<file path="config.mk">
export PLATFORM = sky130hd
export DESIGN_NAME = retry_req_responder_flat
export DESIGN_NICKNAME = d
export VERILOG_FILES = /design/src/rtl/retry_req_responder_pkg.sv /design/src/rtl/retry_req_responder_if.sv /design/src/rtl/retry_req_responder_window_check.sv /design/src/rtl/retry_req_responder.sv /design/src/flat_wrapper.sv
export SDC_FILE = /design/constraint.sdc
export NUM_CORES = 1
export LEC_CHECK = 0
export BUFFER_PORTS_ARGS = -buffer_cell sky130_fd_sc_hd__buf_2
export CORE_ASPECT_RATIO = 0.7
export CORE_MARGIN = 3
export CORE_UTILIZATION = 40
export DETAILED_ROUTE_END_ITERATION = 16
export GPL_ROUTABILITY_DRIVEN = 0
export PLACE_DENSITY = 0.62
export SLEW_MARGIN = 20
export SYNTH_ARGS = -nofsm -noshare
export SYNTH_HDL_FRONTEND = slang
export SYNTH_SLANG_ARGS = --single-unit
</file>
<file path="constraint.sdc">
create_clock -name i_clk -period 5.8 [get_ports i_clk]
set_input_delay 1.16 -clock i_clk [delete_from_list [all_inputs] [get_ports i_clk]]
set_output_delay 1.16 -clock i_clk [all_outputs]
set_load 0.05 [all_outputs]
</file>
<file path="src/rtl/retry_req_responder_pkg.sv">
// Shared types and default widths for the link-layer retry responder.
package retry_pkg;
  localparam int RETRY_PTR_W = 8;
  localparam int RETRY_NUM_W = 5;

  typedef enum logic [1:0] {IDLE, SEND_ACK, REPLAY} rsp_state_e;
endpackage

</file>
<file path="src/rtl/retry_req_responder_if.sv">
// Request/Ack/replay signals between the unpacker/packer side and the retry responder.
interface retry_req_responder_if #(
  parameter int PTR_W = 8,
  parameter int NUM_W = 5
);
  logic             i_retry_req_vld;
  logic [NUM_W-1:0] i_retry_req_num;
  logic [PTR_W-1:0] i_retry_req_eseq;
  logic [PTR_W-1:0] i_llrb_oldest_ptr;
  logic [PTR_W-1:0] i_llrb_wr_ptr;
  logic             o_ack_vld;
  logic             i_ack_rdy;
  logic [NUM_W-1:0] o_ack_num;
  logic             o_ack_empty;
  logic [PTR_W-1:0] o_ack_wrptr;
  logic             o_replay_vld;
  logic             i_replay_rdy;
  logic [PTR_W-1:0] o_replay_ptr;
  logic             o_replay_last;
  logic             o_busy;
  logic             o_eseq_err;

  modport slave (
    input  i_retry_req_vld, i_retry_req_num, i_retry_req_eseq,
           i_llrb_oldest_ptr, i_llrb_wr_ptr, i_ack_rdy, i_replay_rdy,
    output o_ack_vld, o_ack_num, o_ack_empty, o_ack_wrptr,
           o_replay_vld, o_replay_ptr, o_replay_last, o_busy, o_eseq_err
  );

  modport master (
    output i_retry_req_vld, i_retry_req_num, i_retry_req_eseq,
           i_llrb_oldest_ptr, i_llrb_wr_ptr, i_ack_rdy, i_replay_rdy,
    input  o_ack_vld, o_ack_num, o_ack_empty, o_ack_wrptr,
           o_replay_vld, o_replay_ptr, o_replay_last, o_busy, o_eseq_err
  );
endinterface

</file>
<file path="src/rtl/retry_req_responder_window_check.sv">
// Combinational check of a requested Eseq against the live LLRB window [oldest, wr].
module retry_window_check #(
  parameter int PTR_W = 8
) (
  input  logic [PTR_W-1:0] oldest,
  input  logic [PTR_W-1:0] wr,
  input  logic [PTR_W-1:0] eseq,
  output logic             in_window,
  output logic [PTR_W-1:0] cnt
);
  logic [PTR_W-1:0] occ;
  logic [PTR_W-1:0] off;

  // Offsets relative to oldest make the wrapped window a plain unsigned compare.
  always_comb begin
    occ       = wr - oldest;
    off       = eseq - oldest;
    in_window = (off <= occ);
    cnt       = in_window ? (wr - eseq) : '0;
  end
endmodule

</file>
<file path="src/rtl/retry_req_responder.sv">
// Transmit-side RETRY.Req responder: issues RETRY.Ack, then streams LLRB replay addresses.
module retry_req_responder
  import retry_pkg::*;
#(
  parameter int PTR_W = RETRY_PTR_W,
  parameter int NUM_W = RETRY_NUM_W
) (
  input  logic                  i_clk,
  input  logic                  i_rst,
  retry_req_responder_if.slave  bus
);
  rsp_state_e       state_q, state_d;
  logic [NUM_W-1:0] num_q;
  logic [PTR_W-1:0] eseq_q;
  logic [PTR_W-1:0] wr_snap_q;
  logic [PTR_W-1:0] ptr_q;
  logic [PTR_W-1:0] ptr_nxt;
  logic             empty_q;
  logic             err_q;
  logic             req;
  logic             ack_acc;
  logic             rep_acc;
  logic             last_beat;
  logic             in_window;
  logic [PTR_W-1:0] cnt;

  retry_window_check #(.PTR_W(PTR_W)) u_window (
    .oldest    (bus.i_llrb_oldest_ptr),
    .wr        (bus.i_llrb_wr_ptr),
    .eseq      (bus.i_retry_req_eseq),
    .in_window (in_window),
    .cnt       (cnt)
  );

  // A new request always wins over a same-cycle accept.
  assign req       = bus.i_retry_req_vld;
  assign ack_acc   = (state_q == SEND_ACK) && bus.i_ack_rdy && !req;
  assign rep_acc   = (state_q == REPLAY) && bus.i_replay_rdy && !req;
  assign ptr_nxt   = ptr_q + PTR_W'(1);
  assign last_beat = (ptr_nxt == wr_snap_q);

  always_comb begin
    state_d = state_q;
    if (req) begin
      state_d = SEND_ACK;
    end else begin
      unique case (state_q)
        IDLE:     state_d = IDLE;
        SEND_ACK: if (bus.i_ack_rdy) state_d = empty_q ? IDLE : REPLAY;
        REPLAY:   if (bus.i_replay_rdy && last_beat) state_d = IDLE;
        default:  state_d = IDLE;
      endcase
    end
  end

  always_ff @(posedge i_clk or posedge i_rst) begin
    if (i_rst) begin
      state_q   <= IDLE;
      num_q     <= '0;
      eseq_q    <= '0;
      wr_snap_q <= '0;
      empty_q   <= 1'b0;
      err_q     <= 1'b0;
      ptr_q     <= '0;
    end else begin
      state_q <= state_d;
      err_q   <= req && !in_window;
      if (req) begin
        num_q     <= bus.i_retry_req_num;
        eseq_q    <= bus.i_retry_req_eseq;
        wr_snap_q <= bus.i_llrb_wr_ptr;
        empty_q   <= (cnt == '0);
      end
      if (ack_acc) begin
        ptr_q <= eseq_q;
      end else if (rep_acc) begin
        ptr_q <= ptr_nxt;
      end
    end
  end

  assign bus.o_ack_vld     = (state_q == SEND_ACK);
  assign bus.o_ack_num     = num_q;
  assign bus.o_ack_empty   = empty_q;
  assign bus.o_ack_wrptr   = wr_snap_q;
  assign bus.o_replay_vld  = (state_q == REPLAY);
  assign bus.o_replay_ptr  = ptr_q;
  assign bus.o_replay_last = (state_q == REPLAY) && last_beat;
  assign bus.o_busy        = (state_q != IDLE);
  assign bus.o_eseq_err    = err_q;
endmodule

</file>
<file path="src/flat_wrapper.sv">
// flat-port wrapper written by rule: the top's interface ports become plain ports
module retry_req_responder_flat import retry_pkg::*;
#(
  parameter int PTR_W = RETRY_PTR_W,
  parameter int NUM_W = RETRY_NUM_W
)
  (i_clk, i_rst, bus_i_retry_req_vld, bus_i_retry_req_num, bus_i_retry_req_eseq, bus_i_llrb_oldest_ptr, bus_i_llrb_wr_ptr, bus_i_ack_rdy, bus_i_replay_rdy, bus_o_ack_vld, bus_o_ack_num, bus_o_ack_empty, bus_o_ack_wrptr, bus_o_replay_vld, bus_o_replay_ptr, bus_o_replay_last, bus_o_busy, bus_o_eseq_err);
  retry_req_responder_if #(.PTR_W(PTR_W), .NUM_W(NUM_W)) bus_i ();
  input  logic i_clk;
  input  logic i_rst;
  input wire logic [$bits(bus_i.i_retry_req_vld)-1:0] bus_i_retry_req_vld;
  input wire logic [$bits(bus_i.i_retry_req_num)-1:0] bus_i_retry_req_num;
  input wire logic [$bits(bus_i.i_retry_req_eseq)-1:0] bus_i_retry_req_eseq;
  input wire logic [$bits(bus_i.i_llrb_oldest_ptr)-1:0] bus_i_llrb_oldest_ptr;
  input wire logic [$bits(bus_i.i_llrb_wr_ptr)-1:0] bus_i_llrb_wr_ptr;
  input wire logic [$bits(bus_i.i_ack_rdy)-1:0] bus_i_ack_rdy;
  input wire logic [$bits(bus_i.i_replay_rdy)-1:0] bus_i_replay_rdy;
  output wire logic [$bits(bus_i.o_ack_vld)-1:0] bus_o_ack_vld;
  output wire logic [$bits(bus_i.o_ack_num)-1:0] bus_o_ack_num;
  output wire logic [$bits(bus_i.o_ack_empty)-1:0] bus_o_ack_empty;
  output wire logic [$bits(bus_i.o_ack_wrptr)-1:0] bus_o_ack_wrptr;
  output wire logic [$bits(bus_i.o_replay_vld)-1:0] bus_o_replay_vld;
  output wire logic [$bits(bus_i.o_replay_ptr)-1:0] bus_o_replay_ptr;
  output wire logic [$bits(bus_i.o_replay_last)-1:0] bus_o_replay_last;
  output wire logic [$bits(bus_i.o_busy)-1:0] bus_o_busy;
  output wire logic [$bits(bus_i.o_eseq_err)-1:0] bus_o_eseq_err;
  assign bus_i.i_retry_req_vld = bus_i_retry_req_vld;
  assign bus_i.i_retry_req_num = bus_i_retry_req_num;
  assign bus_i.i_retry_req_eseq = bus_i_retry_req_eseq;
  assign bus_i.i_llrb_oldest_ptr = bus_i_llrb_oldest_ptr;
  assign bus_i.i_llrb_wr_ptr = bus_i_llrb_wr_ptr;
  assign bus_i.i_ack_rdy = bus_i_ack_rdy;
  assign bus_i.i_replay_rdy = bus_i_replay_rdy;
  assign bus_o_ack_vld = bus_i.o_ack_vld;
  assign bus_o_ack_num = bus_i.o_ack_num;
  assign bus_o_ack_empty = bus_i.o_ack_empty;
  assign bus_o_ack_wrptr = bus_i.o_ack_wrptr;
  assign bus_o_replay_vld = bus_i.o_replay_vld;
  assign bus_o_replay_ptr = bus_i.o_replay_ptr;
  assign bus_o_replay_last = bus_i.o_replay_last;
  assign bus_o_busy = bus_i.o_busy;
  assign bus_o_eseq_err = bus_i.o_eseq_err;
  retry_req_responder #(.PTR_W(PTR_W), .NUM_W(NUM_W)) u_core (.i_clk(i_clk), .i_rst(i_rst), .bus(bus_i));
endmodule
</file>
Yosys cells after proc, flatten, opt, wreduce, memory -nomap -nowiden --
Cells that the tools add are included.
Word-level totals: bits in registers 33, latch bits 0, memory bits (writable) 0, ROM bits 0, input port bits 34, output and inout bits 27, word-level logic and storage cells 38, memories 0
Operators by class: add/sub/neg operators 4, $mul 0, div/mod/pow operators 0, order comparisons 1, equality and inequality tests 5, shift-type cells 0, muxes and demuxes 8, bitwise operators 0, reductions and logical operators 13
Operators by type and width (count):
- two-way mux 8 bit | 3
- subtractor 8 bit | 3
- adder 8 x 1 -> 8 bit (second input constant) | 1
- equality test 8 bit | 1
- <= comparator 8 bit | 1
- logical NOT 8 bit | 1
- two-way mux 2 bit | 4
- logical AND 1 bit | 7
- one-hot mux 2 bit (2 select lines) | 1
- nonzero test 2 bit | 2
- != test 3 x 2 -> 1 bit (second input constant) | 1
- != test 3 bit (second input constant) | 1
- equality test 2 x 1 -> 1 bit (second input constant) | 1
- equality test 2 bit (second input constant) | 1
- logical NOT 1 bit | 2
- AND reduction 2 bit | 1

Depth between registers and ports, before layout --
word-level depth 6, gate-level depth with buffers 17

Modules after synthesis --
Synthesis repeated with hierarchy kept, for this count alone.
Unflattened totals: cells, all modules 297, area total of the unflattened synthesis 2792.7 um^2
By module, submodules not included:
- retry_req_responder | times used 1, cells an instance 145, area each 1659.1 um^2, sequential area each 825.8 um^2
- retry_window_check | times used 1, cells an instance 152, area each 1133.6 um^2, sequential area each 0.0 um^2

Worst setup path before layout --
Ideal clock, no wire load.
path type reg-to-output, from register u_core.ptr_q[0] (netlist: u_core.bus.o_replay_ptr[0]), to output port bus_o_replay_last, data arrival time 3.293 ns, data required time 4.640 ns, setup slack 1.347 ns, stages on the path, launching flop included 7, buffers on the path 0, cells stage by stage dfrtp_1 -> ha_1 -> or3b_2 -> a21oi_1 -> a31oi_1 -> o22ai_1 -> nor4bb_1
Between the ends: longest elaborated chain between the ends 3
RTL lines:
- from (decl) | line retry_req_responder.sv:16 | logic [PTR_W-1:0] ptr_q;
- from (signal assigned) | line retry_req_responder.sv:75 | ptr_q <= eseq_q;
- from (signal assigned) | line retry_req_responder.sv:77 | ptr_q <= ptr_nxt;
- adder 8 x 1 -> 8 bit | line retry_req_responder.sv:39 | assign ptr_nxt = ptr_q + PTR_W'(1);
- equality test 8 bit | line retry_req_responder.sv:40 | assign last_beat = (ptr_nxt == wr_snap_q);
- logical AND 1 bit | line retry_req_responder.sv:88 | assign bus.o_replay_last = (state_q == REPLAY) && last_beat;
- to (decl) | line flat_wrapper.sv:24 | output wire logic [$bits(bus_i.o_replay_last)-1:0] bus_o_replay_last;
No other way between the ends.

Worst setup path in the final report --
from input port bus_i_llrb_oldest_ptr[1], to register u_core.empty_q (netlist: u_core.bus.o_ack_empty)
Between the ends: longest elaborated chain between the ends 4
RTL lines:
- from (decl) | line flat_wrapper.sv:14 | input wire logic [$bits(bus_i.i_llrb_oldest_ptr)-1:0] bus_i_llrb_oldest_ptr;
- subtractor 8 bit, on equally long branches | line retry_req_responder_window_check.sv:17, retry_req_responder_window_check.sv:16
- <= comparator 8 bit * | line retry_req_responder_window_check.sv:18 | in_window = (off <= occ);
- two-way mux 8 bit * | line retry_req_responder_window_check.sv:19 | cnt = in_window ? (wr - eseq) : '0;
- logical NOT 8 bit * | line retry_req_responder.sv:72 | empty_q <= (cnt == '0);
- to (signal assigned) | line retry_req_responder.sv:72
- to (decl) | line retry_req_responder.sv:18 | logic empty_q;
Mark *: on every way between the ends. The rest lies on a longest branch, timed or not. A chain may end at the register's enable or synchronous reset.

==> results.py <==
metrics = {
    "layout": {
        "antennaDiodeCount": 0,
        "area_delta_synth_final_pct": 18.3,
        "stdcell_count": 410,
        "nets": 401,
        "layout-drive-gt1-share_pct": 28.1,
    },
    "logic_synthesis": {
        "synth_seq_area_share_pct": 31.9,
        "ys_ff_latch": 33,
        "post_synth.cell_area_avg_um2": 9.54,
        "ys_top_cells_by_count": "dfrtp_1, inv_1, ha_1",
        "synth_edf_count": 0,
        "synth_top_cell_area_share_pct": 31.9,
        "syn_area_um2": 2590,
        "ys_top_cells_by_area": "dfrtp_1, ha_1, mux2_2, xnor2_1, inv_1",
        "async_flop_share_pct": 100,
        "syn_inst": 271,
        "postSynthNetCount": 337,
        "ys.warnings.count": 0,
        "yosysMostFrequentCell": "dfrtp_1",
        "synth_cell_types": 41,
        "synth_top_cell_by_area": "dfrtp_1",
        "yosys_most_used_dff": "dfrtp_1",
    },
    "global_route": {
        "grt_pass1_vias": 1970,
        "track_usage_pct": 17.1,
        "gr-total-overflow": 0,
        "grt_max_degree": 34,
        "grt_pass1_wl_mm": 9.83,
        "antenna_found_initial": 0,
    },
    "critical_path": {
        "critPathMaxStageDelay_ps": 350,
        "worst_setup_path_start_kind": "input port",
        "worstReg2RegStart": "u_core.bus.o_replay_ptr[0]$_DFFE_PP0P_",
        "cp_top_family": "compound AO/OA/AOI/OAI gates",
        "arrival_ps": 4180,
        "path_buf_inv": 2,
        "crit_chain": "buf_2, inv_1, ha_1, nor2b_1, o21ai_0, a21boi_0, o21ai_0, a21oi_1, xnor2_1, ha_1, nand4_1, o21ai_0, or2_2, o32ai_1, a21oi_1, o41ai_2",
        "r2r_slack_ps": 3830,
        "cp_slowest_cell": "o32ai_1",
        "path_depth": 16,
        "cp.required_ps": 5980,
        "critPathMostFrequentCell": "o21ai_0",
        "reg2regPathDepth": 7,
        "end_kind": "flop",
        "critPathKind": "input port to flop",
        "regToRegEndpoint": "u_core.state_q[1]$_DFFE_PP0P_",
        "cp_max_fo": 4,
    },
    "floorplanning": {
        "core_area_um2": 5990,
        "rows": 23,
        "die_h_um": 73.3,
        "ioPinCount": 61,
        "die_area_um2": 7480,
        "fp.dieW_um": 102,
        "initial_core_util_pct": 43.2,
    },
    "run_status": {
        "status": "finished clean",
    },
    "timing": {
        "slew_headroom_pct": 62.4,
        "finalHoldViolCount": 0,
        "setup_violations": 0,
        "fin_crit_ps": 4000,
        "min_period_over_period_pct": 68.9,
        "rsz0062_at_grt": "false",
        "fin_worst_skew_ps": 3.11,
        "max_clock_freq_mhz": 250,
        "drv_slew": 0,
        "fin_tns_setup_ps": 0,
        "worst_pin_slew_ps": 564,
    },
    "placement": {
        "post-place-cells": 403,
        "port_buffers": 60,
        "dpl.hpwl_mm": 4.83,
    },
    "power_and_ir_drop": {
        "p_per_area_nw_per_um2": 307,
        "p_leak_nw": 1.50,
        "max-vdd-ir-drop_v": 0.000134,
    },
    "routing": {
        "wl_per_cell_um": 14.5,
        "drc": 0,
        "vias_per_cell": 5.12,
        "drt-total-wl_mm": 5.96,
        "drt-initial-drc-count": 161,
        "drt_pass1_iterations": 4,
        "vias": 2098,
        "final_antenna_net_count": 0,
    },
    "clock_tree": {
        "ctsRootBufferMaster": "clkbuf_8",
        "ctsLongestPathBuffers": 2,
        "cts_max_level": 2,
        "tritoncts": "done",
        "numCtsBuffers": 5,
        "cts_sinks": 33,
        "cts_hold_buffers": 0,
        "cts_setup_buffers": 0,
        "clkTransAtPathRegs_ps": 70,
        "insertion_delay_ps": 280,
        "cts_resized": 0,
    },
    "job": {
        "maxCapViolCount": 0,
    },
    "min_path": {
        "hold_path.class": "flop to flop",
        "min-delay-start": "u_core.eseq_q[0]$_DFFE_PP0P_",
        "min_path_cells": 2,
        "min_to": "u_core.bus.o_replay_ptr[0]$_DFFE_PP0P_",
    },
}
cell type report:
class                   count  area, um^2
well taps                  75        93.8
inverters                  30         113
multi-input cells         204        1630
repair buffers             61         308
fillers                   573        2930
flip-flops and latches     33         826
clock buffers               7        86.3
state kept, by name, indices dropped and copies added (netlist names):
signal and cells:
u_core.bus.o_ack_wrptr 8, u_core.bus.o_replay_ptr 8, u_core.eseq_q 8, u_core.bus.o_ack_num 5, u_core.state_q 2, u_core.bus.o_ack_empty 1, u_core.bus.o_eseq_err 1
routing by layer:
metal | share of wire, % | up-vias | global-route usage (%)
li1 | - | 1080 | -
met1 | 55 | 956 | 28.4
met2 | 38 | 60 | 21.2
met3 | 6.0 | 2 | 4.27
met4 | 0.44 | 0 | 4.08
met5 | 0 | - | 0
worst max path at each step:
stage,start,end
finish,bus_i_llrb_oldest_ptr[1],u_core.bus.o_ack_empty$_DFFE_PP0P_
global route,bus_i_llrb_oldest_ptr[1],u_core.bus.o_ack_empty$_DFFE_PP0P_
CTS,bus_i_llrb_wr_ptr[0],u_core.bus.o_ack_empty$_DFFE_PP0P_
detailed placement,bus_i_llrb_wr_ptr[0],u_core.bus.o_ack_empty$_DFFE_PP0P_
global placement,bus_i_llrb_oldest_ptr[1],u_core.bus.o_ack_empty$_DFFE_PP0P_
floorplan,u_core.bus.o_replay_ptr[0]$_DFFE_PP0P_,bus_o_replay_last
power breakdown:
| group | switching (mW) | total [mW] | internal, mW |
|---|---|---|---|
| combinational | 0.284 | 0.447 | 0.163 |
| sequential | 0.0457 | 0.316 | 0.270 |
| clock | 0.0816 | 0.176 | 0.0941 |
| total | 0.411 | 0.938 | 0.527 |
tightest hold or removal path, cell delays in order (launching register included):
cell,delay [ps]
dfrtp_1,350
nand2_1,60
nand2_1,60
kinds of logic (layout without fill, tap and decap cells):
group                      after synthesis  count (layout)  synth area share, %
buffers and inverters                   34              98                 4.93
xor gates and xnor gates                30              30                 10.2
adders and majority gates               32              32                 16.4
and+or+nand+nor                         66              66                 13.8
AOI/OAI and AO/OA                       55              55                 13.6
DFF                                     33              33                 31.9
muxes                                   21              21                 9.14
metrics by stage:
stage / total power [mW] / worst slack (ps) / util [%] / instance area, um^2 / hold slack, ps
after floorplan: 0.652 / 1350 / - / 2590 / 435
after global placement: 0.761 / 1620 / 49.7 / 2970 / 475
after detailed placement: 0.763 / 1580 / 49.7 / 2970 / 492
after CTS: 0.942 / 1850 / 51.1 / 3060 / 507
after global routing: 1.01 / 1560 / 51.1 / 3060 / 528
final: 0.938 / 1800 / 51.1 / 3060 / 498
layout by cell type, fill, tap and decap left out, drive strengths merged, types with 2 or more instances in the layout:
cell type / count
or2: 2
nand2: 10
ha: 29
a221o: 2
nand2b: 8
nor2b: 4
o21bai: 2
mux2: 21
nor3: 4
fa: 3
a211oi: 3
o21ai: 19
nor2: 13
nor3b: 3
or3: 2
inv: 30
a21oi: 14
xnor2: 21
clkbuf: 7
nand3: 7
buf: 61
xor2: 9
a21o: 3
dfrtp: 33
a31oi: 2
nand4: 4
and3: 5
No activity file was read; power rests on OpenSTA's default activity.
